## config.mk

```make
export PLATFORM = sky130hd
export DESIGN_NAME = ram_port_arbiter_flat
export DESIGN_NICKNAME = d
export VERILOG_FILES = /design/src/rtl/ram_port_arbiter_pkg.sv /design/src/rtl/ram_port_arbiter_if.sv /design/src/rtl/ram_port_fifo.sv /design/src/rtl/ram_port_arbiter.sv /design/src/flat_wrapper.sv
export SDC_FILE = /design/constraint.sdc
export NUM_CORES = 1
export LEC_CHECK = 0
export CAP_MARGIN = 20
export CORE_MARGIN = 5
export CORE_UTILIZATION = 30
export DETAILED_ROUTE_END_ITERATION = 7
export SYNTH_ARGS = -nofsm -noshare
export SYNTH_HDL_FRONTEND = slang
export SYNTH_SLANG_ARGS = --single-unit
```

## constraint.sdc

```tcl
create_clock -name clk -period 5.35 [get_ports clk]
set_clock_uncertainty 0.2 [all_clocks]
set_input_delay 0.535 -clock clk [delete_from_list [all_inputs] [get_ports clk]]
set_output_delay 0.535 -clock clk [all_outputs]
set_load 0.1 [all_outputs]
```

## src/rtl/ram_port_arbiter_pkg.sv

```systemverilog
// Shared width helpers and request-entry layout for the multi-port frame RAM front end.
// An entry is packed as {wr, addr, wdata} with wdata in the low bits.
package ram_port_arbiter_pkg;

    localparam int DEFAULT_ADDRESS_WIDTH   = 14;
    localparam int DEFAULT_DATA_WIDTH      = 8;
    localparam int DEFAULT_PORTS           = 3;
    localparam int DEFAULT_FIFO_DEPTH      = 8;
    localparam int DEFAULT_MAX_BURST       = 4;
    localparam int DEFAULT_RAM_LATENCY     = 2;

    function automatic int ptrWidth(input int depth);
        return (depth > 1) ? $clog2(depth) : 1;
    endfunction

    function automatic int countWidth(input int depth);
        return $clog2(depth) + 1;
    endfunction

    function automatic int burstWidth(input int maxBurst);
        return $clog2(maxBurst + 1);
    endfunction

    function automatic int portIdxWidth(input int ports);
        return (ports > 1) ? $clog2(ports) : 1;
    endfunction

    function automatic int entryWidth(input int aw, input int dw);
        return 1 + aw + dw;
    endfunction

    function automatic int entryAddrLsb(input int dw);
        return dw;
    endfunction

    function automatic int entryWrBit(input int aw, input int dw);
        return aw + dw;
    endfunction

endpackage

```

## src/rtl/ram_port_arbiter_if.sv

```systemverilog
// Requester and RAM-side signal bundle of the frame RAM arbiter.
// The slave modport is the arbiter; the master side drives requests and the RAM read data.
interface ram_port_arbiter_if #(
    parameter int ADDRESS_WIDTH = 14,
    parameter int DATA_WIDTH    = 8,
    parameter int PORTS         = 3
);
    logic [PORTS-1:0]               req_valid;
    logic [PORTS-1:0]               req_ready;
    logic [PORTS-1:0]               req_wr;
    logic [PORTS*ADDRESS_WIDTH-1:0] req_addr;
    logic [PORTS*DATA_WIDTH-1:0]    req_wdata;
    logic [PORTS-1:0]               rsp_valid;
    logic [DATA_WIDTH-1:0]          rsp_data;
    logic [ADDRESS_WIDTH-1:0]       ram_address;
    logic                           ram_wren;
    logic [DATA_WIDTH-1:0]          ram_data;
    logic [DATA_WIDTH-1:0]          ram_q;

    modport master (
        output req_valid, req_wr, req_addr, req_wdata, ram_q,
        input  req_ready, rsp_valid, rsp_data, ram_address, ram_wren, ram_data
    );

    modport slave (
        input  req_valid, req_wr, req_addr, req_wdata, ram_q,
        output req_ready, rsp_valid, rsp_data, ram_address, ram_wren, ram_data
    );
endinterface

```

## src/rtl/ram_port_fifo.sv

```systemverilog
// Single-clock request FIFO for one arbiter port; head entry is visible combinationally.
// DEPTH must be a power of two so the pointers wrap naturally.
module ram_port_fifo
    import ram_port_arbiter_pkg::*;
#(
    parameter int WIDTH = 23,
    parameter int DEPTH = 8
) (
    input  logic                         clk,
    input  logic                         reset_n,
    input  logic                         i_push,
    input  logic                         i_pop,
    input  logic [WIDTH-1:0]             i_data,
    output logic [WIDTH-1:0]             o_data,
    output logic                         o_full,
    output logic                         o_empty,
    output logic [countWidth(DEPTH)-1:0] o_count
);
    localparam int PW = ptrWidth(DEPTH);
    localparam int CW = countWidth(DEPTH);

    logic [WIDTH-1:0] r_mem [DEPTH];
    logic [PW-1:0]    r_wrPtr;
    logic [PW-1:0]    r_rdPtr;
    logic [CW-1:0]    r_count;
    logic             w_push;
    logic             w_pop;

    assign o_full  = (r_count == CW'(DEPTH));
    assign o_empty = (r_count == '0);
    assign o_count = r_count;
    assign o_data  = r_mem[r_rdPtr];
    assign w_push  = i_push && !o_full;
    assign w_pop   = i_pop && !o_empty;

    always_ff @(posedge clk or negedge reset_n) begin
        if (!reset_n) begin
            r_wrPtr <= '0;
            r_rdPtr <= '0;
            r_count <= '0;
        end else begin
            if (w_push) r_wrPtr <= r_wrPtr + 1'b1;
            if (w_pop)  r_rdPtr <= r_rdPtr + 1'b1;
            if (w_push && !w_pop)      r_count <= r_count + 1'b1;
            else if (!w_push && w_pop) r_count <= r_count - 1'b1;
        end
    end

    // Storage needs no reset: nothing is read until the count says it was written.
    always_ff @(posedge clk) begin
        if (w_push) r_mem[r_wrPtr] <= i_data;
    end
endmodule

```

## src/rtl/ram_port_arbiter.sv

```systemverilog
// Weighted round-robin front end to the single-port frame RAM: per-port FIFOs, burst-limited
// arbiter, registered RAM command outputs and a one-hot tag pipe that routes read data back.
module ram_port_arbiter
    import ram_port_arbiter_pkg::*;
#(
    parameter int ADDRESS_WIDTH   = DEFAULT_ADDRESS_WIDTH,
    parameter int DATA_WIDTH      = DEFAULT_DATA_WIDTH,
    parameter int PORTS           = DEFAULT_PORTS,
    parameter int PORT_FIFO_DEPTH = DEFAULT_FIFO_DEPTH,
    parameter int MAX_BURST       = DEFAULT_MAX_BURST,
    parameter int RAM_LATENCY     = DEFAULT_RAM_LATENCY
) (
    input logic               clk,
    input logic               reset_n,
    ram_port_arbiter_if.slave io_bus
);
    localparam int AW       = ADDRESS_WIDTH;
    localparam int DW       = DATA_WIDTH;
    localparam int EW       = entryWidth(AW, DW);
    localparam int CW       = countWidth(PORT_FIFO_DEPTH);
    localparam int BW       = burstWidth(MAX_BURST);
    localparam int IW       = portIdxWidth(PORTS);
    localparam int ADDR_LSB = entryAddrLsb(DW);
    localparam int WR_BIT   = entryWrBit(AW, DW);

    logic [EW-1:0]    w_pushEntry [PORTS];
    logic [EW-1:0]    w_head [PORTS];
    logic [CW-1:0]    w_count [PORTS];
    logic [PORTS-1:0] w_push;
    logic [PORTS-1:0] w_pop;
    logic [PORTS-1:0] w_full;
    logic [PORTS-1:0] w_empty;
    logic [PORTS-1:0] w_ready;

    logic             w_grantValid;
    logic [IW-1:0]    w_grantIdx;
    logic [IW-1:0]    w_candIdx;
    logic             w_otherBusy;
    logic [EW-1:0]    w_grantEntry;

    logic [IW-1:0]    r_cur;
    logic [BW-1:0]    r_burst;
    logic [AW-1:0]    r_ramAddress;
    logic             r_ramWren;
    logic [DW-1:0]    r_ramData;
    logic [PORTS-1:0] r_tag [RAM_LATENCY+1];

    genvar k;
    generate
        for (k = 0; k < PORTS; k++) begin : g_port
            // Ready comes from the registered count, so a same-cycle pop never frees a slot.
            assign w_ready[k]     = (w_count[k] != CW'(PORT_FIFO_DEPTH));
            assign w_push[k]      = io_bus.req_valid[k] && !w_full[k];
            assign w_pop[k]       = w_grantValid && (w_grantIdx == IW'(k));
            assign w_pushEntry[k] = {io_bus.req_wr[k], io_bus.req_addr[k*AW +: AW],
                                     io_bus.req_wdata[k*DW +: DW]};

            ram_port_fifo #(.WIDTH(EW), .DEPTH(PORT_FIFO_DEPTH)) u_fifo (
                .clk     (clk),
                .reset_n (reset_n),
                .i_push  (w_push[k]),
                .i_pop   (w_pop[k]),
                .i_data  (w_pushEntry[k]),
                .o_data  (w_head[k]),
                .o_full  (w_full[k]),
                .o_empty (w_empty[k]),
                .o_count (w_count[k])
            );
        end
    endgenerate

    // Stay on cur until its burst is spent (unless nobody else waits), then rotate.
    always_comb begin
        w_grantValid = 1'b0;
        w_grantIdx   = r_cur;
        w_candIdx    = r_cur;
        w_otherBusy  = |(~w_empty & ~(PORTS'(1) << r_cur));
        if (!w_empty[r_cur] && ((r_burst < BW'(MAX_BURST)) || !w_otherBusy)) begin
            w_grantValid = 1'b1;
        end else begin
            for (int i = 1; i < PORTS; i++) begin
                w_candIdx = IW'((int'(r_cur) + i) % PORTS);
                if (!w_grantValid && !w_empty[w_candIdx]) begin
                    w_grantValid = 1'b1;
                    w_grantIdx   = w_candIdx;
                end
            end
        end
    end

    assign w_grantEntry = w_head[w_grantIdx];

    always_ff @(posedge clk or negedge reset_n) begin
        if (!reset_n) begin
            r_ramAddress <= '0;
            r_ramWren    <= 1'b0;
            r_ramData    <= '0;
            r_cur        <= '0;
            r_burst      <= '0;
        end else begin
            r_ramWren <= 1'b0;
            if (w_grantValid) begin
                r_ramAddress <= w_grantEntry[ADDR_LSB +: AW];
                r_ramData    <= w_grantEntry[0 +: DW];
                r_ramWren    <= w_grantEntry[WR_BIT];
                if (w_grantIdx == r_cur) begin
                    if (r_burst != BW'(MAX_BURST)) r_burst <= r_burst + 1'b1;
                end else begin
                    r_cur   <= w_grantIdx;
                    r_burst <= BW'(1);
                end
            end
        end
    end

    // Stage 0 lines up with the RAM command registers; the last stage lines up with ram_q.
    always_ff @(posedge clk or negedge reset_n) begin
        if (!reset_n) begin
            for (int s = 0; s <= RAM_LATENCY; s++) r_tag[s] <= '0;
        end else begin
            r_tag[0] <= (w_grantValid && !w_grantEntry[WR_BIT]) ? w_pop : '0;
            for (int s = 1; s <= RAM_LATENCY; s++) r_tag[s] <= r_tag[s-1];
        end
    end

    assign io_bus.req_ready   = w_ready;
    assign io_bus.rsp_valid   = r_tag[RAM_LATENCY];
    assign io_bus.rsp_data    = io_bus.ram_q;
    assign io_bus.ram_address = r_ramAddress;
    assign io_bus.ram_wren    = r_ramWren;
    assign io_bus.ram_data    = r_ramData;
endmodule

```

## src/flat_wrapper.sv

```systemverilog
// flat-port wrapper written by rule: the top's interface ports become plain ports
module ram_port_arbiter_flat import ram_port_arbiter_pkg::*;
#(
    parameter int ADDRESS_WIDTH   = DEFAULT_ADDRESS_WIDTH,
    parameter int DATA_WIDTH      = DEFAULT_DATA_WIDTH,
    parameter int PORTS           = DEFAULT_PORTS,
    parameter int PORT_FIFO_DEPTH = DEFAULT_FIFO_DEPTH,
    parameter int MAX_BURST       = DEFAULT_MAX_BURST,
    parameter int RAM_LATENCY     = DEFAULT_RAM_LATENCY
)
  (clk, reset_n, io_bus_req_valid, io_bus_req_wr, io_bus_req_addr, io_bus_req_wdata, io_bus_ram_q, io_bus_req_ready, io_bus_rsp_valid, io_bus_rsp_data, io_bus_ram_address, io_bus_ram_wren, io_bus_ram_data);
  ram_port_arbiter_if #(.ADDRESS_WIDTH(ADDRESS_WIDTH), .DATA_WIDTH(DATA_WIDTH), .PORTS(PORTS)) io_bus_i ();
  input logic clk;
  input logic reset_n;
  input wire logic [$bits(io_bus_i.req_valid)-1:0] io_bus_req_valid;
  input wire logic [$bits(io_bus_i.req_wr)-1:0] io_bus_req_wr;
  input wire logic [$bits(io_bus_i.req_addr)-1:0] io_bus_req_addr;
  input wire logic [$bits(io_bus_i.req_wdata)-1:0] io_bus_req_wdata;
  input wire logic [$bits(io_bus_i.ram_q)-1:0] io_bus_ram_q;
  output wire logic [$bits(io_bus_i.req_ready)-1:0] io_bus_req_ready;
  output wire logic [$bits(io_bus_i.rsp_valid)-1:0] io_bus_rsp_valid;
  output wire logic [$bits(io_bus_i.rsp_data)-1:0] io_bus_rsp_data;
  output wire logic [$bits(io_bus_i.ram_address)-1:0] io_bus_ram_address;
  output wire logic [$bits(io_bus_i.ram_wren)-1:0] io_bus_ram_wren;
  output wire logic [$bits(io_bus_i.ram_data)-1:0] io_bus_ram_data;
  assign io_bus_i.req_valid = io_bus_req_valid;
  assign io_bus_i.req_wr = io_bus_req_wr;
  assign io_bus_i.req_addr = io_bus_req_addr;
  assign io_bus_i.req_wdata = io_bus_req_wdata;
  assign io_bus_i.ram_q = io_bus_ram_q;
  assign io_bus_req_ready = io_bus_i.req_ready;
  assign io_bus_rsp_valid = io_bus_i.rsp_valid;
  assign io_bus_rsp_data = io_bus_i.rsp_data;
  assign io_bus_ram_address = io_bus_i.ram_address;
  assign io_bus_ram_wren = io_bus_i.ram_wren;
  assign io_bus_ram_data = io_bus_i.ram_data;
  ram_port_arbiter #(.ADDRESS_WIDTH(ADDRESS_WIDTH), .DATA_WIDTH(DATA_WIDTH), .PORTS(PORTS), .PORT_FIFO_DEPTH(PORT_FIFO_DEPTH), .MAX_BURST(MAX_BURST), .RAM_LATENCY(RAM_LATENCY)) u_core (.clk(clk), .reset_n(reset_n), .io_bus(io_bus_i));
endmodule
```

==> reports/summary.log, run 1 <==
qor: critical_path.cp_data_required_time 5.66 ns
qor: synthesis.netlist.top_cell.by_area edfxtp_1
qor: placement.placement.cell_area 27000 um^2
qor: sta.drv_slew 0
qor: synthesis.synth.cells.most_frequent 552 x edfxtp_1, 138 x mux4_2, 67 x dfrtp_1
qor: sta.worst_slew_margin_rel 28.2%
qor: clocking.clock_root_buffer_master clkbuf_16
qor: floorplan.top_level_ports 119
qor: floorplan.core_area 81600 um^2
qor: detailed_routing.drcViolationCount 0
qor: detailed_routing.first_pass_iters 5
qor: detailed_routing.starting_drt_drc_count 846
qor: synthesis.yosys.cell_types.count 65
qor: detailed_routing.drt.antenna.violating_nets 0
qor: global_route.groute.usage.overall 12.5%
qor: outcome.status finished clean
qor: global_route.overflow 0
qor: sta.worst_pin_slew 1.07 ns
qor: clocking.cts-root-to-sink-buffers 3
qor: finish.nNetsFinal 1418
qor: synthesis.yosys_register_bits 619
qor: floorplan.floorplan.rows 105
qor: synthesis.synth_largest_type_area_fraction 67.5%
qor: sta.setup_violations 0
qor: critical_path.critPathKind reg2reg
qor: flow_run.maximum_capacitance_violations 0
qor: synthesis.async_reset_ff_share 10.8%
qor: floorplan.die_width 296 um
qor: synthesis.compound_cell_area_share_of_the_yosys_netlist 2.55%
qor: placement.post-place-cells 2321
qor: power_and_ir_drop.vdd_drop_max 0.302 mV
qor: synthesis.synth_fp_nets 1285
qor: finish.fillers 7435
qor: power_and_ir_drop.leakage 0.00947 uW
qor: critical_path.timing.critical_path.from_type flip-flop
qor: global_route.via_count_of_the_first_global_routing_pass 12200
qor: sta.timing.fmax 0.222 GHz
qor: detailed_routing.finalWirelength 55300 um
qor: min_path.holdCritPathClass reg2reg
qor: clocking.cts_hold_buffers 1
qor: critical_path.critPathCaptureType flip-flop
qor: placement.port_buffers 102
qor: synthesis.synthesis.area 24600 um^2
qor: sta.hold_violations 0
qor: sta.finalCriticalPeriod 4.50 ns
qor: synthesis.netlist_top_cells_area edfxtp_1 67%, mux4_2 13%, dfrtp_1 6.8%
qor: detailed_routing.detailroute.via_count 11700
qor: detailed_routing.drt-vias-per-instance 4.80
qor: finish.post-route-cell-area 28900 um^2
qor: synthesis.syn_inst 1179
qor: finish.final_layout_size_suffix_gt1_share 25.5%
qor: synthesis.synth-edff-count 552
qor: critical_path.arrival 4.81 ns
qor: sta.layout_worst_path_cycle_share 84.1%
qor: synthesis.syn_avg_cell_area 20.8 um^2
qor: sta.totalNegativeSetupSlack 0 ns
qor: clocking.post_cts_buffers 0
qor: synthesis.synth_top_family_by_area multiplexers
qor: clocking.tritoncts.num_buffers 58
qor: clocking.clock_tree_from_tritoncts built
qor: placement.dpl.hpwl 34400 um
qor: synthesis.synth_seq_area_share 74.3%
qor: synthesis.yosys.cell_count.top_type edfxtp_1
qor: clocking.ctsResizeCount 0
qor: clocking.cts-htree-levels 2
qor: finish.instances_no_fill 2432
qor: sta.grt_setup_unrepaired no
qor: finish.area.growth.synth_to_final 17.8%
qor: synthesis.postSynth.topFlopCell edfxtp_1
qor: clocking.worstSkewPairLatency 0.62 ns
qor: synthesis.share_of_synthesized_area_spent_on_multiplexers 17.3%
qor: synthesis.synth_fa_ha_area_share 1.31%
qor: placement.gp_congestion 0.785
qor: synthesis.yosysWarningCount 0
qor: power_and_ir_drop.power_density 623 nW/um^2
qor: global_route.grt_pass1_wl 82000 um
qor: critical_path.timing.critical_path.fanout_max 9
qor: floorplan.starting_density_of_the_core 30.1%
qor: global_route.grt_start_max_net_pins 68
qor: global_route.antenna_found_initial 8
qor: clocking.clkSlewWorstSetupHoldPaths 0.07 ns
qor: clocking.clock_sinks 619
qor: floorplan.floorplan.die.height 296 um
qor: synthesis.synthXorXnorAreaFrac 0.891%
qor: floorplan.die-area 87700 um^2
qor: synthesis.post_synth_and_or_nand_nor_area_fraction 2.09%
qor: detailed_routing.avgRoutedWirePerCell 22.7 um
## registers in the layout (all words and copies together), names as in the netlist, 2 cells and up
signal / cells
u_core.g_port.u_fifo.r_mem: 552
u_core.io_bus.ram_address: 14
u_core.io_bus.rsp_valid: 3
u_core.g_port.u_fifo.o_count: 12
u_core.r_tag: 6
u_core.g_port.u_fifo.r_rdPtr: 9
u_core.io_bus.ram_data: 8
u_core.r_burst: 3
u_core.r_cur: 2
u_core.g_port.u_fifo.r_wrPtr: 9
## per-stage QoR
step / setup WS [ns] / utilization [%] / hold WS [ns] / total power [uW]
finish: 0.850 / 35.5 / 0.147 / 18000
detailed placement: 0.936 / 33.1 / 0.135 / 14200
global placement: 1.16 / 33.1 / 0.139 / 14000
floorplan: 0.669 / - / 0.0394 / 11900
CTS: 0.931 / 35.5 / 0.149 / 18300
global route: 0.507 / 35.5 / 0.151 / 19000
## layout make-up
class,count,area [um^2],share of cell area [%]
Inverter,14,52.6,0.182
Multi-Input combinational cell,482,6090,21.1
Timing Repair Buffer,137,1300,4.48
Clock buffer,75,1540,5.31
Clock inverter,33,353,1.22
Tap cell,1070,1340,4.63
Antenna cell,2,5.00,0.0173
Sequential cell,619,18300,63.1
## worst max-delay path, stage by stage (launching register included)
cell and delay (ns):
dfrtp_1 0.50, inv_1 0.20, ha_1 0.48, nor2_1 0.09, a221oi_1 0.58, a21oi_1 0.24
or2_1 0.29, a21oi_1 0.34, inv_1 0.11, ha_1 0.22, inv_1 0.13, ha_1 0.25
a21o_1 0.19, a21oi_1 0.22, xnor2_1 0.15, nor2_1 0.06, xor2_1 0.14
## worst paths after layout
check / from / cells after the start / end / slack (ns)
min: u_core.r_tag[5] / 0 / u_core.io_bus.rsp_valid[2] / 0.15
min in group asynchronous: reset_n / 2 / u_core.g_port[2].u_fifo.r_wrPtr[0] / 0.43
max reg2reg: u_core.r_cur[0] / 16 / u_core.g_port[1].u_fifo.o_count[3] / 0.85
max: u_core.r_cur[0] / 16 / u_core.g_port[1].u_fifo.o_count[3] / 0.85
max in group asynchronous: reset_n / 2 / u_core.g_port[2].u_fifo.r_rdPtr[1] / 3.82
min reg2reg: u_core.r_tag[5] / 0 / u_core.io_bus.rsp_valid[2] / 0.15
## where the power goes
part / switching [uW] / leakage, uW / internal [uW]
registers: 630 / 0.00582 / 6220
clock network: 1770 / 0.000918 / 2330
logic: 4100 / 0.00273 / 2970
## cell families (layout without fill, tap and decap cells)
family	Yosys count	count (layout)
flip-flops	619	619
multiplexers	239	239
AND/OR/NAND/NOR	101	101
AO/OA/AOI/OAI	93	93
buffers and inverters	78	259
XOR/XNOR	25	25
adder cells (fa/ha/maj)	24	24
other	0	2
## placed cells by master, fill, tap and decap left out, types with 9 or more instances in the layout
master           count
dfrtp_1             61
mux2_4              19
nor3_2               9
inv_1               14
xnor2_1             19
o21ai_1             17
clkbuf_1            15
clkinv_1            13
clkdlybuf4s50_1    101
a21oi_1             15
ha_1                21
clkbuf_16           58
o21ai_0             10
mux2_2              34
nor2_1              16
a22oi_1             22
buf_4               34
mux2i_1             48
mux4_2             138
nand2_1             29
edfxtp_1           552
## per-layer routing
metal / track usage (%) / routed length [um] / vias up
met3: 3.21 / 3430 / 83
met1: 16.7 / 23600 / 6172
met5: 0 / 70 / -
met2: 20.8 / 27200 / 290
li1: - / - / 5105
met4: 2.74 / 986 / 12
Note: power is estimated with default switching activity, not from simulation.
==> inputs of run 2 (changes only) <==
clock period = 3.98 ns   (was 5.35 ns; I/O delays follow)
==> run 2 against run 1 <==
Against the previous run:
- non-clock buffer count rose by 22
- sequential cell count did not move
- design area rose by 2.1%
- die area did not move
- total power rose by 41%
- critical path depth fell by 2
- combinational power rose by 43%
- cell count rose by 1.5%
- register-to-register slack got worse by 0.73 ns
- core utilization rose by 0.76 points
- sequential power rose by 34%
- hold slack got worse by 0.0020 ns
- largest cell class unchanged
==> reports/summary.log, run 2 (synthesis gave the netlist of run 1 again) <==
qor: min_path.worst_hold_path.endpoint u_core.io_bus.rsp_valid[1]
qor: finish.max_reg_flops 552
qor: global_route.antenna_found_initial 12
qor: power_and_ir_drop.power.net_switching 9100 uW
qor: critical_path.path_depth_of_the_worst_reg2reg_path 14
qor: finish.mostFrequentLayoutCell edfxtp_1
qor: placement.port_buffers 102
qor: power_and_ir_drop.leakage 0.00976 uW
qor: sta.worst_pin_slew 1.09 ns
qor: power_and_ir_drop.power_report.internal_total 16300 uW
qor: min_path.hold_path.startpoint u_core.r_tag[4]
qor: floorplan.top_level_ports 119
qor: critical_path.worstReg2RegStart u_core.g_port[1].u_fifo.o_count[2]
qor: critical_path.cell_with_the_largest_stage_delay_on_the_worst_path or4_4
qor: finish.nNetsFinal 1448
qor: power_and_ir_drop.power_density 858 nW/um^2
qor: power_and_ir_drop.comb_power_share 39.8%
qor: sta.layout_worst_path_cycle_share 97.0%
qor: detailed_routing.drt-vias-per-instance 4.83
qor: sta.timing.fmax 0.259 GHz
qor: floorplan.floorplan.rows 105
qor: finish.final_core_utilization 36.2%
qor: power_and_ir_drop.vdd_drop_max 0.522 mV
qor: finish.mostFrequentLayoutCells 552 x edfxtp_1, 138 x mux4_2, 101 x clkdlybuf4s50_1
qor: sta.holdWs 0.146 ns
qor: clocking.tritoncts.num_buffers 66
qor: min_path.worst_hold_path.num_cells 0
qor: floorplan.core_area 81600 um^2
qor: finish.final_layout_size_suffix_gt1_share 28.4%
qor: placement.pre_cts_slack 0.0443 ns
qor: outcome.status finished clean
qor: clocking.clock_tree_from_tritoncts built
qor: detailed_routing.starting_drt_drc_count 957
qor: global_route.via_count_of_the_first_global_routing_pass 12600
qor: critical_path.timing.critical_path.from_type flip-flop
qor: flow_run.maximum_capacitance_violations 0
qor: sta.hold_violations 0
qor: detailed_routing.drt.antenna.violating_nets 0
qor: clocking.clock_sinks 619
qor: global_route.groute.usage.overall 12.9%
qor: min_path.holdCritPathClass reg2reg
qor: detailed_routing.avgRoutedWirePerCell 22.9 um
qor: sta.worst_slew_margin_rel 27.0%
qor: sta.layout_setup_ws 0.119 ns
qor: floorplan.floorplan.die.height 296 um
qor: finish.register_with_the_most_flip_flops u_core.g_port.u_fifo.r_mem
qor: critical_path.worst_stage_delay_on_the_critical_path 0.60 ns
qor: power_and_ir_drop.switching_share 35.9%
qor: critical_path.worst-r2r-setup-slack 0.12 ns
qor: global_route.overflow 0
qor: detailed_routing.detailroute.via_count 11900
qor: clocking.clkSlewWorstSetupHoldPaths 0.05 ns
qor: floorplan.die_width 296 um
qor: clocking.cts-root-to-sink-buffers 3
qor: critical_path.critPathKind reg2reg
qor: detailed_routing.first_pass_iters 6
qor: detailed_routing.drcViolationCount 0
qor: finish.area.growth.synth_to_final 20.3%
qor: floorplan.starting_density_of_the_core 30.1%
qor: clocking.worstSkewPairLatency 0.60 ns
qor: critical_path.worstPathCellList or4_4 > a32o_2 > buf_4 > a211oi_4 > a21oi_1 > a2111o_1 > ha_1 > inv_1 > ha_1 > a21o_1 > a21oi_1 > xnor2_1 > nor2_1 > xor2_1
qor: detailed_routing.finalWirelength 56500 um
qor: sta.drv_slew 0
qor: sta.finalCriticalPeriod 3.86 ns
qor: placement.dpl.hpwl 34400 um
qor: critical_path.cp_data_required_time 4.25 ns
qor: finish.fillers 7392
qor: clocking.clock_root_buffer_master clkbuf_16
qor: critical_path.arrival 4.13 ns
qor: critical_path.r2r_end u_core.g_port[2].u_fifo.o_count[3]
qor: clocking.cts-htree-levels 3
qor: global_route.grt_start_max_net_pins 68
qor: global_route.grt_pass1_wl 84000 um
qor: floorplan.die-area 87700 um^2
qor: critical_path.timing.critical_path.fanout_max 6
qor: power_and_ir_drop.clock_power_share 24.1%
qor: placement.gp_congestion 0.786
qor: sta.setup_violations 0
qor: critical_path.critPathCaptureType flip-flop
qor: power_and_ir_drop.seq_power_share 36.2%
-- run 2: changes by cell type in the layout (fill, tap and decap cells not counted), sizes merged --
| cell | before | now |
|---|---|---|
| inv | 18 | 16 |
| diode | 2 | 4 |
| clkbuf | 75 | 84 |
| clkinv | 22 | 27 |
| dlygate4sd3 | 1 | 2 |
| buf | 35 | 56 |
-- run 2: cell type report --
type	count	area (um^2)	share of cell area [%]
clock buffers	84	1790	6.07
inverters	14	52.6	0.178
repair buffers	159	1510	5.11
flip-flops and latches	619	18300	61.8
clock inverters	36	373	1.26
diodes	4	10.0	0.0339
well taps	1070	1340	4.53
multi-input cells	482	6210	21.0
-- run 2: what timing repair did --
action,4_1_cts,5_1_grt
hold endpoints to repair,67,7
hold buffers,1,1
resized for setup,0,15
setup buffers,0,2
setup endpoints to repair,0,3
-- run 2: worst max path at each step --
stage	startpoint	endpoint	slack, ns	cells after the start
6_report	u_core.g_port[1].u_fifo.o_count[2]	u_core.g_port[2].u_fifo.o_count[3]	0.12	14
4_1_cts	u_core.g_port[0].u_fifo.o_count[2]	u_core.g_port[0].u_fifo.o_count[3]	0.01	14
2_1_floorplan	u_core.g_port[2].u_fifo.o_count[0]	u_core.g_port[2].u_fifo.r_mem[1][0]	-0.02	6
3_5_place_dp	u_core.g_port[2].u_fifo.o_count[0]	u_core.g_port[2].u_fifo.o_count[3]	0.04	14
5_1_grt	u_core.g_port[1].u_fifo.o_count[2]	u_core.g_port[0].u_fifo.o_count[3]	-0.009	14
3_3_place_gp	u_core.g_port[2].u_fifo.o_count[0]	u_core.g_port[2].u_fifo.o_count[3]	0.18	14
-- run 2: power by group through the flow --
| stage | Combinational [uW] | Sequential, uW | Clock (uW) |
|---|---|---|---|
| final | 10100 | 9170 | 6100 |
| after global routing | 10800 | 9300 | 6530 |
| after CTS | 10100 | 9190 | 6260 |
| after detailed placement | 10100 | 9320 | 0 |
| after global placement | 9890 | 9240 | 0 |
| after floorplan | 6310 | 9680 | 0 |
-- run 2: routing by layer --
metal / wire length (um) / GRT usage [%] / up-vias
met5: 78 / 0 / -
met4: 1000 / 2.77 / 12
met3: 3360 / 3.27 / 96
met2: 27700 / 21.4 / 312
met1: 24300 / 17.4 / 6317
li1: - / - / 5182
-- run 2: per-stage QoR --
step                      area, um^2  std cells  power (uW)  setup TNS (ns)
final                          29500       2468       25400               0
after floorplan                24600       1179       16000          -0.512
after CTS                      29400       2460       25600               0
after global routing           29500       2464       26700         -0.0199
after detailed placement       27300       2339       19400               0
after global placement         27300       2339       19100               0
-- run 2: critical path: cells and delay by family, from the launching register on --
family / cells / cell delay (ns)
XOR/XNOR: 2 / 0.29
adder cells (fa/ha/maj): 2 / 0.46
buffers and inverters: 2 / 0.27
AO/OA/AOI/OAI: 6 / 1.42
flip-flops: 1 / 0.44
AND/OR/NAND/NOR: 2 / 0.67
